### src/rtl/hazard_unit.sv
// Hazard control for a 5-stage MIPS pipeline: stall/flush/forward selects, shadow regwrite/memtoreg pipeline, stall watchdog.
// Optional performance counters are compiled in with `define HAZARD_PERF_CNT_EN.
module hazard_unit #(
  parameter int MAX_STALL = 3,
  parameter int CNT_W     = 16
) (
  input  logic       clk,
  input  logic       reset,
  input  logic       regwriteD,
  input  logic       memtoregD,
  input  logic       branchD,
  input  logic [4:0] rsD,
  input  logic [4:0] rtD,
  input  logic [4:0] rsE,
  input  logic [4:0] rtE,
  input  logic [4:0] writeregE,
  input  logic [4:0] writeregM,
  input  logic [4:0] writeregW,
  output logic       stallF,
  output logic       stallD,
  output logic       flushE,
  output logic       forwardAD,
  output logic       forwardBD,
  output logic [1:0] forwardAE,
  output logic [1:0] forwardBE,
  output logic       hazard_err
`ifdef HAZARD_PERF_CNT_EN
  ,
  output logic [CNT_W-1:0] stall_cycles,
  output logic [CNT_W-1:0] branch_stalls,
  output logic [CNT_W-1:0] fwd_events
`endif
);

  localparam int RUN_W = $clog2(MAX_STALL + 2);
  localparam logic [RUN_W-1:0] RUN_SAT = RUN_W'(MAX_STALL + 1);
  localparam logic [RUN_W-1:0] RUN_ERR = RUN_W'(MAX_STALL);

  logic regwrite_e_q, memtoreg_e_q, regwrite_m_q, memtoreg_m_q, regwrite_w_q;
  logic [RUN_W-1:0] stall_run_q, stall_run_d;
  logic hazard_err_q, hazard_err_d;

  logic lwstall, branchstall, stall;
  logic fwd_ad, fwd_bd;
  logic [1:0] fwd_ae, fwd_be;

  // r0 is hardwired to zero, so it never creates a dependency.
  function automatic logic tag_match(input logic [4:0] src, input logic [4:0] dst);
    return (src != 5'd0) && (src == dst);
  endfunction

  always_comb begin
    lwstall = memtoreg_e_q && (tag_match(rsD, rtE) || tag_match(rtD, rtE));
    branchstall = branchD &&
                  ((regwrite_e_q && (tag_match(rsD, writeregE) || tag_match(rtD, writeregE))) ||
                   (memtoreg_m_q && (tag_match(rsD, writeregM) || tag_match(rtD, writeregM))));
    stall = (lwstall || branchstall) && !reset;

    fwd_ad = !reset && regwrite_m_q && tag_match(rsD, writeregM);
    fwd_bd = !reset && regwrite_m_q && tag_match(rtD, writeregM);

    fwd_ae = 2'b00;
    if (reset)                                       fwd_ae = 2'b00;
    else if (regwrite_m_q && tag_match(rsE, writeregM)) fwd_ae = 2'b10;
    else if (regwrite_w_q && tag_match(rsE, writeregW)) fwd_ae = 2'b01;

    fwd_be = 2'b00;
    if (reset)                                       fwd_be = 2'b00;
    else if (regwrite_m_q && tag_match(rtE, writeregM)) fwd_be = 2'b10;
    else if (regwrite_w_q && tag_match(rtE, writeregW)) fwd_be = 2'b01;
  end

  assign stallF     = stall;
  assign stallD     = stall;
  assign flushE     = stall;
  assign forwardAD  = fwd_ad;
  assign forwardBD  = fwd_bd;
  assign forwardAE  = fwd_ae;
  assign forwardBE  = fwd_be;
  assign hazard_err = hazard_err_q;

  always_comb begin
    stall_run_d = '0;
    if (stall) begin
      stall_run_d = (stall_run_q == RUN_SAT) ? stall_run_q : stall_run_q + 1'b1;
    end
    hazard_err_d = hazard_err_q || (stall_run_d >= RUN_ERR);
  end

  // E/M/W shadows advance every cycle; a flush inserts a bubble in E only.
  always_ff @(posedge clk) begin
    if (reset) begin
      regwrite_e_q <= 1'b0;
      memtoreg_e_q <= 1'b0;
      regwrite_m_q <= 1'b0;
      memtoreg_m_q <= 1'b0;
      regwrite_w_q <= 1'b0;
      stall_run_q  <= '0;
      hazard_err_q <= 1'b0;
    end else begin
      regwrite_e_q <= stall ? 1'b0 : regwriteD;
      memtoreg_e_q <= stall ? 1'b0 : memtoregD;
      regwrite_m_q <= regwrite_e_q;
      memtoreg_m_q <= memtoreg_e_q;
      regwrite_w_q <= regwrite_m_q;
      stall_run_q  <= stall_run_d;
      hazard_err_q <= hazard_err_d;
    end
  end

`ifdef HAZARD_PERF_CNT_EN
  logic [CNT_W-1:0] stall_cycles_q, branch_stalls_q, fwd_events_q;
  logic fwd_any;

  assign fwd_any = fwd_ad || fwd_bd || (fwd_ae != 2'b00) || (fwd_be != 2'b00);

  always_ff @(posedge clk) begin
    if (reset) begin
      stall_cycles_q  <= '0;
      branch_stalls_q <= '0;
      fwd_events_q    <= '0;
    end else begin
      if (stall && !(&stall_cycles_q))          stall_cycles_q  <= stall_cycles_q + 1'b1;
      if (branchstall && !(&branch_stalls_q))   branch_stalls_q <= branch_stalls_q + 1'b1;
      if (fwd_any && !(&fwd_events_q))          fwd_events_q    <= fwd_events_q + 1'b1;
    end
  end

  assign stall_cycles  = stall_cycles_q;
  assign branch_stalls = branch_stalls_q;
  assign fwd_events    = fwd_events_q;
`endif

endmodule

### config.mk
export PLATFORM = sky130hd
export DESIGN_NAME = hazard_unit
export DESIGN_NICKNAME = d
export VERILOG_FILES = /design/src/rtl/hazard_unit.sv
export SDC_FILE = /design/constraint.sdc
export NUM_CORES = 1
export LEC_CHECK = 0
export CAP_MARGIN = 25
export CORE_AREA = 2 2 54 56
export DETAILED_ROUTE_END_ITERATION = 6
export DIE_AREA = 0 0 56 58
export PLACE_DENSITY = 0.88
export SLEW_MARGIN = 10
export SYNTH_ARGS = -nofsm -noshare
export SYNTH_HDL_FRONTEND = slang
export SYNTH_SLANG_ARGS = --single-unit
export TNS_END_PERCENT = 5
### constraint.sdc
create_clock -name clk -period 2.1 [get_ports clk]
set_clock_uncertainty 0.2 [all_clocks]
set_input_delay 0.315 -clock clk [delete_from_list [all_inputs] [get_ports clk]]
set_output_delay 0.315 -clock clk [all_outputs]
set_load 0.05 [all_outputs]
=== Word-level counts from Yosys, hierarchy flattened ===
Index checks and enable logic that the tools add are counted.

* Bits in registers: 9
* Logic and storage cells: 62

* Add/sub/neg operators: 1
* Magnitude comparators: 1
* Equality and inequality tests: 11
* Muxes and demuxes: 8
* Reductions and logical operators: 34

{| class="wikitable"
|+ Operators by type and width
! cell !! number
|-
| 5-bit equality test || 10
|-
| 1-bit logical AND || 22
|-
| 5-bit nonzero test || 4
|-
| 2-bit 2-to-1 mux || 4
|-
| 1-bit logical OR || 6
|-
| 3-bit 2-to-1 mux || 2
|-
| 3-bit by 1-bit adder with 3-bit output, second input constant || 1
|-
| 3-bit equality test, second input constant || 1
|-
| 3-bit by 2-bit greater-or-equal comparator with 1-bit output, second input constant || 1
|-
| 1-bit 2-to-1 mux || 2
|-
| 2-bit OR reduction || 1
|-
| 1-bit zero test || 1
|}

=== Logic depth before layout (Yosys ltp) ===
* Depth after elaboration: 11
* Gate-level depth with buffers: 7
* Depth with buffers taken out: 6

=== Least setup slack after synthesis ===
Ideal clock, no wire load.

* Path type: in2out
* Start point: in rtE[1]
* End point: out forwardBE[0]
* Arrival time: 2717 ps
* Required time: 1585 ps
* Path slack: -1132 ps
* Stages on the path: 5
* Cells stage by stage: clkbuf_1 > or4_1 > nor2_1 > nor4_1 > nor4_1

* Cells in the longest elaborated chain, start to end: 6
* Elaborated cells on any way between the ends: 10
* Those cells by class: eq/ne (2); mux (3); reduce/logical (5)

{| class="wikitable"
|+ Ends and longest elaborated chain
! item !! line !! text
|-
| from (decl) || 15 || <nowiki>input logic [4:0] rtE,</nowiki>
|-
| 5-bit equality test / 5-bit nonzero test (equally long branches) || 49 || <nowiki>return (src != 5'd0) && (src == dst);</nowiki>
|-
| 1-bit logical AND || 49 ||
|-
| 1-bit logical AND || 70 || <nowiki>else if (regwrite_w_q && tag_match(rtE, writeregW)) fwd_be = 2'b01;</nowiki>
|-
| 1-bit 2-to-1 mux || 70 ||
|-
| 2-bit 2-to-1 mux (*) || 69 || <nowiki>else if (regwrite_m_q && tag_match(rtE, writeregM)) fwd_be = 2'b10;</nowiki>
|-
| 2-bit 2-to-1 mux (*) || 68 || <nowiki>if (reset) fwd_be = 2'b00;</nowiki>
|-
| to (decl) || 25 || <nowiki>output logic [1:0] forwardBE,</nowiki>
|}

Every way passes the cells marked *; elsewhere a longest branch is shown, timed or not.

=== Final worst setup path ===
* Start point: in writeregE[1]
* End point: out stallD

* Cells in the longest elaborated chain, start to end: 8
* Elaborated cells on any way between the ends: 10
* Those cells by class: eq/ne (2); reduce/logical (8)

{| class="wikitable"
|+ Ends and longest elaborated chain
! item !! line !! text
|-
| from (decl) || 16 || <nowiki>input logic [4:0] writeregE,</nowiki>
|-
| 5-bit equality test || 49 ||
|-
| 1-bit logical AND || 49 ||
|-
| 1-bit logical OR (*) || 55 || <nowiki>((regwrite_e_q && (tag_match(rsD, writeregE) || tag_match(rtD, writeregE))) ||</nowiki>
|-
| 1-bit logical AND (*) || 55 ||
|-
| 1-bit logical OR (*) || 55 ||
|-
| 1-bit logical AND (*) || 54 || <nowiki>branchstall = branchD &&</nowiki>
|-
| 1-bit logical OR (*) || 57 || <nowiki>stall = (lwstall || branchstall) && !reset;</nowiki>
|-
| 1-bit logical AND (*) || 57 ||
|-
| to (decl) || 20 || <nowiki>output logic stallD,</nowiki>
|}

Marks and branches as above.

==> results.toml <==
[clock_tree]
cts_buffers = 3
h-tree-depth = 1
clock_sinks = 9
cts_tree = "yes"
clk_latency_ns = 0.27
max-clock-path-buffers = 2
clockRootBuffer = "clkbuf_4"
clk_pin_slew_ns = 0.05

[setup_path]
critPathLaunchType = "primary input"
r2r_end = "hazard_err"
path_cells = "clkdlybuf4s50_1 > xor2_1 > nor4_4 > o2111ai_1 > o211ai_1 > buf_4 > buf_12"
cp.arrival_ns = 2.00
crit_fanout = 5
r2r_cells = 5
cpPeakStageDelay_ns = 0.53
reg2reg_slack_ns = 0.46
worst-path-buf-inv = 3
crit_required_ns = 1.58
crit_family = "buffers and inverters"
crit_type = "primary input to output pin"
reg2reg_from = "stall_run_q[0]"
crit_path_end_kind = "output pin"
critPathSlowestCell = "clkdlybuf4s50_1"

[placed_design]
io_buffers = 49
dp_hpwl_um = 2980
postPlaceCellArea_um2 = 1880
routabilityCongestion = 0.819

[power_and_ir_drop]
irDropWorstVdd_mv = 0.548
p_int_uw = 432
clockPowerShare_pct = 20.0
powerDensity_nw_per_um2 = 300
p_sw_share_pct = 35.7
power_leakage_uw = 0.000902
power.share.combinational_pct = 53.3
pwr-share-seq_pct = 26.7
p_sw_uw = 240

[detailed_routing]
met2_wirelength_um = 2990
num_vias = 1473
drcViolationCount = 0
drt_wl_total_um = 5420
highest_layer = "met4"
routedWlPerCell_um = 21.7
m1WireLength_um = 1830
vias_per_cell = 5.89
first_pass_iters = 4
drt_iter0_drc = 63
dr_wl_met3_um = 295
ant_nets = 0

[global_route]
antenna_found_initial = 0
gr-total-overflow = 0
grt_pass1_wl_um = 7450
grtUsageTotal_pct = 30.1
grt_max_degree = 6
grt_pass1_vias = 1591

[timing]
setup_viol = 13
hold_slack_ns = 0.310
finalCritPeriodShare_pct = 120
fin_crit_ns = 2.51
slew_headroom_pct = 67.1
maxSlewViolCount = 0
hold_viol = 0
setup_slack_ns = -0.410
rsz0062_at_grt = "true"
max_freq_mhz = 398
worst_pin_slew_ns = 0.492

[logic_synthesis]
synth.distinct_cells = 26
synth.avg_cell_area_um2 = 8.12
ys_ff_latch = 9
synthCells = 130
ys_warn_count = 0
synth-seq-area-share_pct = 17.1
synth_nets = 172
syn_area_um2 = 1060

[layout]
final_common_cell = "buf_4"
mostFrequentLayoutCells = "buf_4 (41), xnor2_1 (27), xor2_1 (15)"
layout.nets = 262
drive_above_1_share_pct = 51.1
stdcell_area_um2 = 2240
syn_to_final_growth_pct = 112
diodes = 0

[status]
violations = "setup timing"
status = "complete, but fails checks"

[floorplan]
dieArea_um2 = 3250
initial_utilization_pct = 39.7
die_y_um = 58
core-area_um2 = 2660
rows = 19
ioPinCount = 50
die_x_um = 56

[hold_path]
min_to = "memtoreg_m_q"
hold_start = "memtoreg_e_q"
hold_depth = 1
hp-class = "flop to flop"

[run]
max-cap-violations = 0
-- sequential cells by signal (all words and copies together) (netlist names) --
signal        cells
hazard_err        1
memtoreg_e_q      1
memtoreg_m_q      1
regwrite_e_q      1
regwrite_m_q      1
regwrite_w_q      1
stall_run_q       3
-- logic make-up (layout without fill, tap and decap cells) --
logic type	count (synthesis)	in the layout	share of synthesized area, %
fa+ha+maj	2	2	2.37
flops	9	9	17.1
compound gates	10	10	6.99
simple gates	46	46	26.3
buf+inv	12	101	4.98
xor+xnor	51	51	42.3
-- layer usage --
| metal | global-route usage [%] | vias to the layer above |
|---|---|---|
| li1 | - | 633 |
| met4 | 15.3 | 0 |
| met5 | 0 | - |
| met1 | 29.1 | 711 |
| met3 | 7.14 | 29 |
| met2 | 59.2 | 100 |
-- worst max path at each step --
| stage | end | depth (start not counted) | slack [ns] | startpoint |
|---|---|---|---|---|
| finish | stallD | 7 | -0.41 | writeregE[1] |
| CTS | flushE | 8 | -0.27 | rsD[1] |
| global route | stallD | 9 | -0.49 | rtE[4] |
| floorplan | stallD | 7 | -0.70 | writeregM[2] |
| detailed placement | flushE | 8 | -0.59 | rsD[3] |
| global placement | stallF | 8 | -0.57 | rsD[3] |
-- area by class of cell --
type	instances	area [um^2]
fillers	142	427
repair buffers	94	900
flip-flops and latches	9	180
well taps	31	38.8
inverters	3	11.3
multi-input cells	109	1080
clock buffers	4	26.3
-- synthesized netlist by cell type --
master     count  area [um^2]
a21oi_1        2         10.0
and2_1         5         31.3
and2_2         1         7.51
buf_4          2         15.0
clkbuf_1       7         26.3
dfxtp_1        9          180
ha_1           2         25.0
inv_1          3         11.3
nand2_1        4         15.0
nand3_1        6         30.0
nand3b_1       1         7.51
nand4_1        4         25.0
nor2_1         2         7.51
nor2_2         2         12.5
nor2b_1        5         31.3
nor4_1        10         62.6
nor4b_1        2         17.5
o2111ai_1      1         8.76
o211ai_1       2         15.0
o211ai_2       1         12.5
o21a_1         1         7.51
o21ai_0        2         10.0
o31a_2         1         10.0
or4_1          4         30.0
xnor2_1       35          307
xor2_1        16          140
-- power by group through the flow --
stage / logic (uW) / registers [uW] / clock network (uW)
after floorplan: 118 / 181 / 0
after global placement: 271 / 182 / 0
after detailed placement: 285 / 182 / 0
after CTS: 325 / 179 / 133
after global routing: 371 / 179 / 143
final: 358 / 179 / 135
-- stage by stage --
stage / setup WS, ns / std cells / util, % / setup TNS, ns / power (uW)
global placement: -0.574 / 234 / 70.7 / -5.93 / 453
finish: -0.410 / 250 / 84.0 / -2.66 / 672
floorplan: -0.699 / 130 / - / -3.75 / 299
detailed placement: -0.589 / 234 / 70.7 / -6.39 / 467
global route: -0.488 / 250 / 84.0 / -3.21 / 694
CTS: -0.267 / 247 / 81.5 / -1.67 / 636
-- timing repair --
action | in CTS | in global routing
setup buffers | 9 | 3
pin swaps | 30 | 15
resized for setup | 115 | 12
hold buffers | 0 | 0
endpoints found under the setup margin | 15 | 13
(Power assumes the default switching activity.)
==> patch, RTL diff (same settings) <==
`MAX_STALL`: 3 -> 2.
--- a/src/rtl/hazard_unit.sv
+++ b/src/rtl/hazard_unit.sv
@@ -3,3 +3,3 @@
 module hazard_unit #(
-  parameter int MAX_STALL = 3,
+  parameter int MAX_STALL = 2,
   parameter int CNT_W     = 16
Formal check against the unedited RTL: not equivalent (Yosys sat finds a counterexample within 4 cycles, from zero or initial values and one cycle with reset high).
==> patch against the unedited design <==
The flow still finishes with violations (negative setup slack). Global-route usage is 5.6 points lower. Power down 6.1%. Worst setup slack better by 0.11 ns. Wire length is 18% lower. Sequential cell count decreased by 1. Cell area fell by 2.7%. Area after synthesis shrank 6.9%. Sequential share of layout area down 0.69 points.
==> patch: results (changes against the unedited design) <==
- Run status: finished, violations left (unchanged)
- Failing checks: negative setup slack (unchanged)
- WP data arrival: 1.89 ns (was 2.00 ns)
- Pin count of the biggest net entering global routing: 12 (was 6)
- Area contributors post-synth: xnor2_1 30%, dfxtp_1 16%, xor2_1 14%, nor2b_1 5.1%, nor4_1 5.1% (was xnor2_1 29%, dfxtp_1 17%, xor2_1 13%, nor4_1 5.9%, and2_1 3.0%)
- Number of global-route vias before repair: 1363 (was 1591)
- Final setup vio count: 14 (was 13)
- Global-route wire length before repair: 6230 um (was 7452 um)
- Gr usage total: 24.47% (was 30.12%)
- Share of post-route cells with drive strength above 1: 56.87% (was 51.14%)
- TNS Setup: -2.417 ns (was -2.660 ns)
- Lkg Pwr: 0.0008866 uW (was 0.0009025 uW)
- Max stage delay cell, worst path: or4_4 (was clkdlybuf4s50_1)
- Metal3 WL: 189 um (was 295 um)
- Post-Place Setup Slack: -0.7452 ns (was -0.5888 ns)
- Synth Area in Compound Gates: 6.616% (was 6.991%)
- Final WL: 4432 um (was 5415 um)
- R2r setup slk: 0.35 ns (was 0.46 ns)
- Syn Nets: 163 (was 172)
- Starting DRT DRC Count: 24 (was 63)
- Synth Area in XOR/XNOR: 44.53% (was 42.30%)
- Count of cell types in the netlist: 22 (was 26)
- Largest register FFs: 2 (was 3)
- Setup WS post-layout: -0.3051 ns (was -0.4101 ns)
- Fill cells: 170 (was 142)
- Synth cell count leaders: 34 x xnor2_1, 16 x xor2_1 (was 35 x xnor2_1, 16 x xor2_1, 10 x nor4_1)
- Sequential area share after synthesis: 16.28% (was 17.06%)
- Hold Startpoint: regwrite_e_q$_SDFF_PP0_ (was memtoreg_e_q$_SDFF_PP0_)
- Post-DP Area: 1861 um^2 (was 1882 um^2)
- Worst-Margin Slew: 0.5064 ns (was 0.4919 ns)
- Wire length on met1: 1581 um (was 1833 um)
- FF-to-FF Start: memtoreg_e_q$_SDFF_PP0_ (was stall_run_q[0]$_SDFF_PP0_)
- Vias per inst: 5.269 (was 5.892)
-- patch: worst paths after layout --
kind,cells after the start,to
setup / recovery,8,stallD
hold / removal,1,regwrite_m_q$_SDFF_PP0_
setup reg to reg,8,memtoreg_e_q$_SDFF_PP0_
hold reg to reg,1,regwrite_m_q$_SDFF_PP0_
-- patch: routing by layer --
metal	global-route usage (%)	vias to the layer above
li1	-	599
met2	47.73	55
met3	3.125	22
met4	12.93	0
met5	0	-
met1	25.38	599
-- patch: final cells by class --
cell class / count / area [um^2] / share of cell area [%]
inverter: 2 / 7.507 / 0.3452
multi-input combinational: 103 / 1065 / 48.96
timing repair buffer: 95 / 880.8 / 40.51
tap: 31 / 38.79 / 1.784
clock buffer: 3 / 22.52 / 1.036
sequential: 8 / 160.2 / 7.365
-- patch: critical path, delay by kind of cell --
kind	cells	cell delay [ns]
and+or+nand+nor	3	0.75
buffers and inverters	3	0.40
AOI/OAI and AO/OA	2	0.42
-- patch: timing repair --
item | 4_1_cts | 5_1_grt
cloned | 0 | 0
endpoints found under the setup margin | 14 | 14
buffers inserted | 9 | 3
pin swaps | 25 | 24
resized for setup | 113 | 34
-- patch: per-stage QoR --
stage               std cells  hold WS (ns)
floorplan                 123        0.2345
global placement          227        0.2620
detailed placement        227        0.2891
CTS                       239        0.2985
global route              242        0.3085
finish                    242        0.3176
-- patch: report_power, final --
group | total [uW] | internal [uW] | leakage [uW] | switching (uW)
sequential | 161 | 157 | 0.0000654 | 4.05
combinational | 344 | 185 | 0.000807 | 158
clock | 126 | 65.9 | 0.0000138 | 60.1
-- patch: cells by family (layout without fill, tap and decap cells) --
family / count (synthesis) / after routing
AO/OA/AOI/OAI: 8 / 8
AND/OR/NAND/NOR: 45 / 45
buffers and inverters: 12 / 100
XOR/XNOR: 50 / 50
flip-flops: 8 / 8
